File: src/rtl/input_conditioner_pkg.sv
// Shared constants for the traffic-controller input front end: channel indices,
// default parameter values and the debounce counter width helper.
package input_conditioner_pkg;

  localparam int CH_SENSOR = 0;
  localparam int CH_WALK   = 1;
  localparam int CH_PROG   = 2;

  localparam int DEF_CHANNELS        = 3;
  localparam int DEF_SYNC_STAGES     = 2;
  localparam int DEF_DEBOUNCE_CYCLES = 4;

  // A bypassed filter (0 cycles) still gets a 1-bit counter so widths stay legal.
  function automatic int cnt_width(input int debounce_cycles);
    int w;
    w = $clog2(debounce_cycles + 1);
    if (w < 1) begin
      w = 1;
    end else begin
      w = w;
    end
    return w;
  endfunction

endpackage

File: src/rtl/input_conditioner_sync_debounce_cell.sv
// One conditioner channel: metastability synchroniser, debounce counter,
// accepted level and registered rise/fall pulses.
module sync_debounce_cell
  import input_conditioner_pkg::*;
#(
  parameter int SYNC_STAGES     = DEF_SYNC_STAGES,
  parameter int DEBOUNCE_CYCLES = DEF_DEBOUNCE_CYCLES
) (
  input  logic clk,
  input  logic reset,
  input  logic async_in,
  input  logic chan_en,
  output logic level_out,
  output logic rise_pulse,
  output logic fall_pulse,
  output logic rise_next
);

  localparam int CNT_W = cnt_width(DEBOUNCE_CYCLES);
  localparam logic [CNT_W-1:0] CNT_LAST =
    (DEBOUNCE_CYCLES > 0) ? CNT_W'(DEBOUNCE_CYCLES - 1) : '0;

  logic [SYNC_STAGES-1:0] sync_q, sync_d;
  logic [CNT_W-1:0]       cnt_q, cnt_d;
  logic                   level_q, level_d;
  logic                   rise_q, rise_d;
  logic                   fall_q, fall_d;
  logic                   sync_s;

  // Shift chain always runs so the synchronised view stays current while disabled.
  always_comb begin
    sync_d = {sync_q[SYNC_STAGES-2:0], async_in};
    sync_s = sync_q[SYNC_STAGES-1];
  end

  // Debounce: a differing value must persist DEBOUNCE_CYCLES cycles to be accepted.
  always_comb begin
    cnt_d   = '0;
    level_d = level_q;
    if (!chan_en) begin
      cnt_d   = '0;
      level_d = level_q;
    end else if (DEBOUNCE_CYCLES == 0) begin
      level_d = sync_s;
    end else if (sync_s == level_q) begin
      cnt_d = '0;
    end else if (cnt_q == CNT_LAST) begin
      level_d = sync_s;
      cnt_d   = '0;
    end else begin
      cnt_d = cnt_q + CNT_W'(1);
    end
    rise_d = level_d & ~level_q;
    fall_d = ~level_d & level_q;
  end

  // Channel state registers.
  always_ff @(posedge clk or negedge reset) begin
    if (!reset) begin
      sync_q  <= '0;
      cnt_q   <= '0;
      level_q <= 1'b0;
      rise_q  <= 1'b0;
      fall_q  <= 1'b0;
    end else begin
      sync_q  <= sync_d;
      cnt_q   <= cnt_d;
      level_q <= level_d;
      rise_q  <= rise_d;
      fall_q  <= fall_d;
    end
  end

  assign level_out  = level_q;
  assign rise_pulse = rise_q;
  assign fall_pulse = fall_q;
  assign rise_next  = rise_d;

endmodule

File: src/rtl/input_conditioner.sv
// Multi-channel input conditioner: one sync/debounce cell per channel plus a
// registered any-rise summary aligned with the per-channel rise pulses.
module input_conditioner
  import input_conditioner_pkg::*;
#(
  parameter int CHANNELS        = DEF_CHANNELS,
  parameter int SYNC_STAGES     = DEF_SYNC_STAGES,
  parameter int DEBOUNCE_CYCLES = DEF_DEBOUNCE_CYCLES
) (
  input  logic                clk,
  input  logic                reset,
  input  logic [CHANNELS-1:0] async_in,
  input  logic [CHANNELS-1:0] chan_en,
  output logic [CHANNELS-1:0] level_out,
  output logic [CHANNELS-1:0] rise_pulse,
  output logic [CHANNELS-1:0] fall_pulse,
  output logic                any_rise
);

  logic [CHANNELS-1:0] rise_next_s;
  logic                any_rise_q, any_rise_d;

  for (genvar i = 0; i < CHANNELS; i++) begin : g_chan
    sync_debounce_cell #(
      .SYNC_STAGES     (SYNC_STAGES),
      .DEBOUNCE_CYCLES (DEBOUNCE_CYCLES)
    ) u_cell (
      .clk        (clk),
      .reset      (reset),
      .async_in   (async_in[i]),
      .chan_en    (chan_en[i]),
      .level_out  (level_out[i]),
      .rise_pulse (rise_pulse[i]),
      .fall_pulse (fall_pulse[i]),
      .rise_next  (rise_next_s[i])
    );
  end

  // Reduce the pre-register rise terms so any_rise lands in the same cycle as rise_pulse.
  always_comb begin
    any_rise_d = |rise_next_s;
  end

  // Summary register.
  always_ff @(posedge clk or negedge reset) begin
    if (!reset) begin
      any_rise_q <= 1'b0;
    end else begin
      any_rise_q <= any_rise_d;
    end
  end

  assign any_rise = any_rise_q;

endmodule
File: config.mk
export PLATFORM = sky130hd
export DESIGN_NAME = input_conditioner
export DESIGN_NICKNAME = d
export VERILOG_FILES = /design/src/rtl/input_conditioner_pkg.sv /design/src/rtl/input_conditioner_sync_debounce_cell.sv /design/src/rtl/input_conditioner.sv
export SDC_FILE = /design/constraint.sdc
export NUM_CORES = 1
export LEC_CHECK = 0
export CORE_MARGIN = 3
export CORE_UTILIZATION = 45
export DETAILED_ROUTE_END_ITERATION = 7
export HOLD_SLACK_MARGIN = 0.06
export PLACE_DENSITY_LB_ADDON = 0.3
export SYNTH_ARGS = -nofsm -noshare
export SYNTH_HDL_FRONTEND = slang
export SYNTH_SLANG_ARGS = --single-unit
File: constraint.sdc
create_clock -name clk -period 1.35 [get_ports clk]
set_input_delay 0.27 -clock clk [delete_from_list [all_inputs] [get_ports clk]]
set_output_delay 0.27 -clock clk [all_outputs]
set_load 0.02 [all_outputs]
After elaboration in Yosys (flattened, before gate mapping). Index checks and enable logic that the tools add are counted. W data, S select, Z words.

Add/sub/neg operators: 3. Eq/ne operators: 6. Muxes and demuxes: 18. Bitwise operators: 12. Reduce and logical (&&, ||, !) cells: 1.

Operators by type and width (count): $mux W3 (9); $add A3 B1 Y3 const B (3); $eq A3 B2 Y1 const B (3); $mux W1 (9); $and A1 B1 Y1 (6); $not A1 Y1 (6); $eq A1 B1 Y1 (3); $reduce_or A3 Y1 (1).

Flip-flop bits (word level): 25. Input port bits: 8. Output and inout port bits: 10.

Depth between registers and ports, before layout.
Word-level depth: 6. Gate-level depth with buffers: 4. Depth with buffers taken out: 4.

Hierarchy. From an unflattened synthesis, not the netlist that was laid out.

Cells, all modules: 56. Area total of the unflattened synthesis: 935.9 um^2.

Modules (own cells, without submodules): sync_debounce_cell (instances 3, cells each 18, area each 301.5 um^2, seq. area each 200.2 um^2); input_conditioner (instances 1, cells each 2, area each 31.3 um^2, seq. area each 25.0 um^2).

Worst setup path after synthesis. OpenSTA, ideal clock, no wires.

Path kind: flip-flop to flip-flop. Start: register g_chan[1].u_cell.cnt_q[0]. End: register g_chan[1].u_cell.level_q. Arrival time: 1073 ps. Data required time: 1225 ps. Path slack: 152 ps. Stages on the path, launching flop included: 5. Path buffers: 0. Clock period less this slack: 1198 ps. Cell sequence: dfrtp_1 > ha_1 > nor2b_4 > nand2_2 > mux2_4.

Cells in the longest elaborated chain, start to end: 4.

Ends and longest elaborated chain: start, declared (line input_conditioner_sync_debounce_cell.sv:24) `logic [CNT_W-1:0] cnt_q, cnt_d;`; start signal, assigned (line input_conditioner_sync_debounce_cell.sv:67) `cnt_q <= cnt_d;`; $eq A3 B2 Y1 (line input_conditioner_sync_debounce_cell.sv:47) `end else if (cnt_q == CNT_LAST) begin`; $mux W1 (line input_conditioner_sync_debounce_cell.sv:47); $mux W1 (line input_conditioner_sync_debounce_cell.sv:45) `end else if (sync_s == level_q) begin`; $mux W1 (line input_conditioner_sync_debounce_cell.sv:40) `if (!chan_en) begin`; net g_chan[1].u_cell.level_d (line input_conditioner_sync_debounce_cell.sv:25) `logic level_q, level_d;`; end signal, assigned (line input_conditioner_sync_debounce_cell.sv:68) `level_q <= level_d;`; end, declared (line input_conditioner_sync_debounce_cell.sv:25).

The timed path passes the listed nets, and every way through them passes these cells.

Worst setup path in the final report.
Start: register g_chan[2].u_cell.level_q. End: output port level_out[2].

RTL lines: start, declared (line input_conditioner_sync_debounce_cell.sv:25); start signal, assigned (line input_conditioner_sync_debounce_cell.sv:68); end, declared (line input_conditioner.sv:14) `output logic [CHANNELS-1:0] level_out,`.

No word-level cell between the ends.

==> results.txt <==
I/O pins: 18
row count: 16
CP cell instances: dlygate4sd2_1
# setup viols final: 0
Tot GR Track Use: 11.15%
largest net degree at the start of global routing: 26
P&R area growth vs syn: 17.81%
RSZ-0062 raised after global routing: false
crit path capture type: output pin
post-CTS setup buffers: 0
Reg area: 625.6 um^2
Power, Total: 1395 uW
synthesis-stage register bit count: 25
grt ovf: 0
worst path required time: 1.08 ns
multi-input logic area: 314.1 um^2
Mapped Nets: 82
Placeable Area: 2042 um^2
max-slew violations: 0
Largest delay share family, worst path: flip-flops
# fillers: 180
slew of the pin with the lowest slew margin: 0.2976 ns
post-CTS resize count: 10
Synth warnings: 0
hold_buf cts: 0
Die Y: 53.58 um
final setup skew: 0.005197 ns
Buf/Inv on CP: 1
Seq/Total Area, Yosys: 61.43%
Slowest cell on crit path: dfrtp_1
H-Tree Depth: 1
status: complete, no violations
TNS Setup: 0 ns
Bufs on Longest Clock Path: 2
routed len/inst: 11.06 um
Post-synth EDFFs: 0
CTS clk-pin slew, worst paths: 0.13 ns
share of layout cells above drive strength 1: 22.99%
Synth async-reset ratio: 100.0%
Port Buffer Count: 17
DRC: 0
Die X: 53.58 um
initial antenna violation count: 0
CP Class: reg2out
Root Driver: clkbuf_4
commonest cells in the netlist: dfrtp_1 (25), buf_4 (9)
share of Yosys cell area claimed by the top area cell type: 61.43%
most common cell in the netlist: dfrtp_1
n_diodes: 0
dpl hpwl: 1004 um
DIE AREA: 2870 um^2
synthesized cell area: 1018 um^2
CP Max Fanout: 2
Num CTS Buffers: 3
Fmax: 768.6 MHz
DR vias: 529
DR vias/cell: 4.640
global-route wire length before repair: 2221 um
final hold violation count: 0
Final Critical Period: 1.301 ns
number of global-route vias before repair: 545
Primary FF master, synth: dfrtp_1
Starting Density: 49.88%
Synth area leader: dfrtp_1
max_slew headroom: 80.16%
crit path DAT: 1.03 ns
Slowest Stage Delay on Critical Path: 0.40 ns
RD Place Congestion: 0.7056
Distinct cells, synth: 22
syn_area_per_cell: 14.34 um^2
CP Launch Type: flip-flop
Tcrit/Tclk final: 96.38%
Hold Path Class: in2async
Peak supply drop: 0.0008621 V
antenna-violating nets left: 0
Setup WS post-layout: 0.04889 ns
CTS tree: yes
Pwr per Cell Area: 1163 nW/um^2
clk sinks: 25
DRT iter0 DRCs: 2
top post-synthesis cells by area: dfrtp_1 (61%), buf_4 (6.6%), ha_1 (3.7%), nor3b_2 (3.7%), mux2_4 (2.9%)
DRT Wirelength: 1261 um
max-cap viol count: 0
Post-Place Worst Slack: 0.02601 ns
Post-Syn Instances: 71
Final #Nets: 99
worst skew pair latency: 0.31 ns
drt pass-1 iters: 2
Lkg Pwr: 0.0006515 uW
==> cells in the final DEF (no fill, tap or decap) <==
cell type and instances:
mux2_4 2, nor3b_2 3, nand3b_1 1, and3_1 2
dfrtp_1 25, nor3_1 1, and4b_1 1, nor3_2 1
clkinv_2 1, inv_1 3, nand2_1 2, clkbuf_4 3
xor2_1 3, nand3b_4 1, nand2b_1 1, ha_1 3
clkdlybuf4s50_1 7, mux2_2 1, nand4b_1 2, nand3_1 1
nor3b_1 3, buf_4 4, dlygate4sd2_1 10, nand2_2 2
nor2_1 2, nor2b_4 2
==> area by class of cell <==
class / instances / share of cell area [%]
inverters: 3 / 0.9385
clock buffers: 3 / 1.877
flip-flops and latches: 25 / 52.14
well taps: 27 / 2.815
clock inverters: 1 / 0.4171
multi-input cells: 34 / 26.17
repair buffers: 21 / 15.64
==> flip-flops by register name (all words and copies together) (netlist names) <==
signal	flops
g_chan.u_cell.cnt_q	9
g_chan.u_cell.sync_q	6
g_chan.u_cell.fall_pulse	3
g_chan.u_cell.level_out	3
g_chan.u_cell.rise_pulse	3
any_rise	1
==> worst paths after layout <==
kind | start | to | slack (ns) | depth (start not counted)
max | g_chan[2].u_cell.level_out | level_out[2] | 0.05 | 1
min | reset | g_chan[2].u_cell.fall_pulse | 0.29 | 2
max reg2reg | g_chan[2].u_cell.cnt_q[0] | g_chan[2].u_cell.level_out | 0.09 | 4
min reg2reg | g_chan[1].u_cell.sync_q[0] | g_chan[1].u_cell.sync_q[1] | 0.37 | 0
max in group asynchronous | reset | g_chan[0].u_cell.cnt_q[1] | 0.83 | 2
min in group clk | g_chan[1].u_cell.sync_q[0] | g_chan[1].u_cell.sync_q[1] | 0.37 | 0
==> worst register-to-register path, delay by kind of cell (launching register included) <==
family / cells / cell delay (ns)
multiplexers: 1 / 0.30
AND/OR/NAND/NOR: 2 / 0.22
flip-flops: 1 / 0.41
adder cells (fa/ha/maj): 1 / 0.23
==> layer usage <==
layer | global-route usage, % | routed length (um) | up-vias
li1 | - | - | 260
met1 | 11.78 | 538 | 254
met2 | 19.59 | 647 | 15
met3 | 4.986 | 76 | 0
met4 | 3.830 | 0 | 0
met5 | 0 | 0 | -
==> power breakdown <==
group,switching [uW],total (uW),leakage (uW),internal (uW)
clock network,208,319,0.0000177,111
registers,27.0,829,0.000331,802
logic,119,248,0.000303,128
==> stage by stage <==
| step | area [um^2] | instances | hold WS, ns | util [%] |
|---|---|---|---|---|
| 4_1_cts | 1200 | 114 | 0.2929 | 58.76 |
| 3_3_place_gp | 1185 | 110 | 0.3323 | 58.03 |
| 2_1_floorplan | 1018 | 71 | -0.02559 | - |
| 5_1_grt | 1200 | 114 | 0.2992 | 58.76 |
| 6_report | 1200 | 114 | 0.2904 | 58.76 |
| 3_5_place_dp | 1185 | 110 | 0.3347 | 58.03 |
==> cells by family (layout without fill, tap and decap cells) <==
kind of cell | after synthesis | in the layout | share of synthesized area, %
DFF | 25 | 25 | 61.43
and+or+nand+nor | 25 | 25 | 20.52
buffers and inverters | 12 | 28 | 7.739
adders and majority gates | 3 | 3 | 3.686
xor gates and xnor gates | 3 | 3 | 2.580
muxes | 3 | 3 | 4.054
Power figures use the tool's default switching activity.
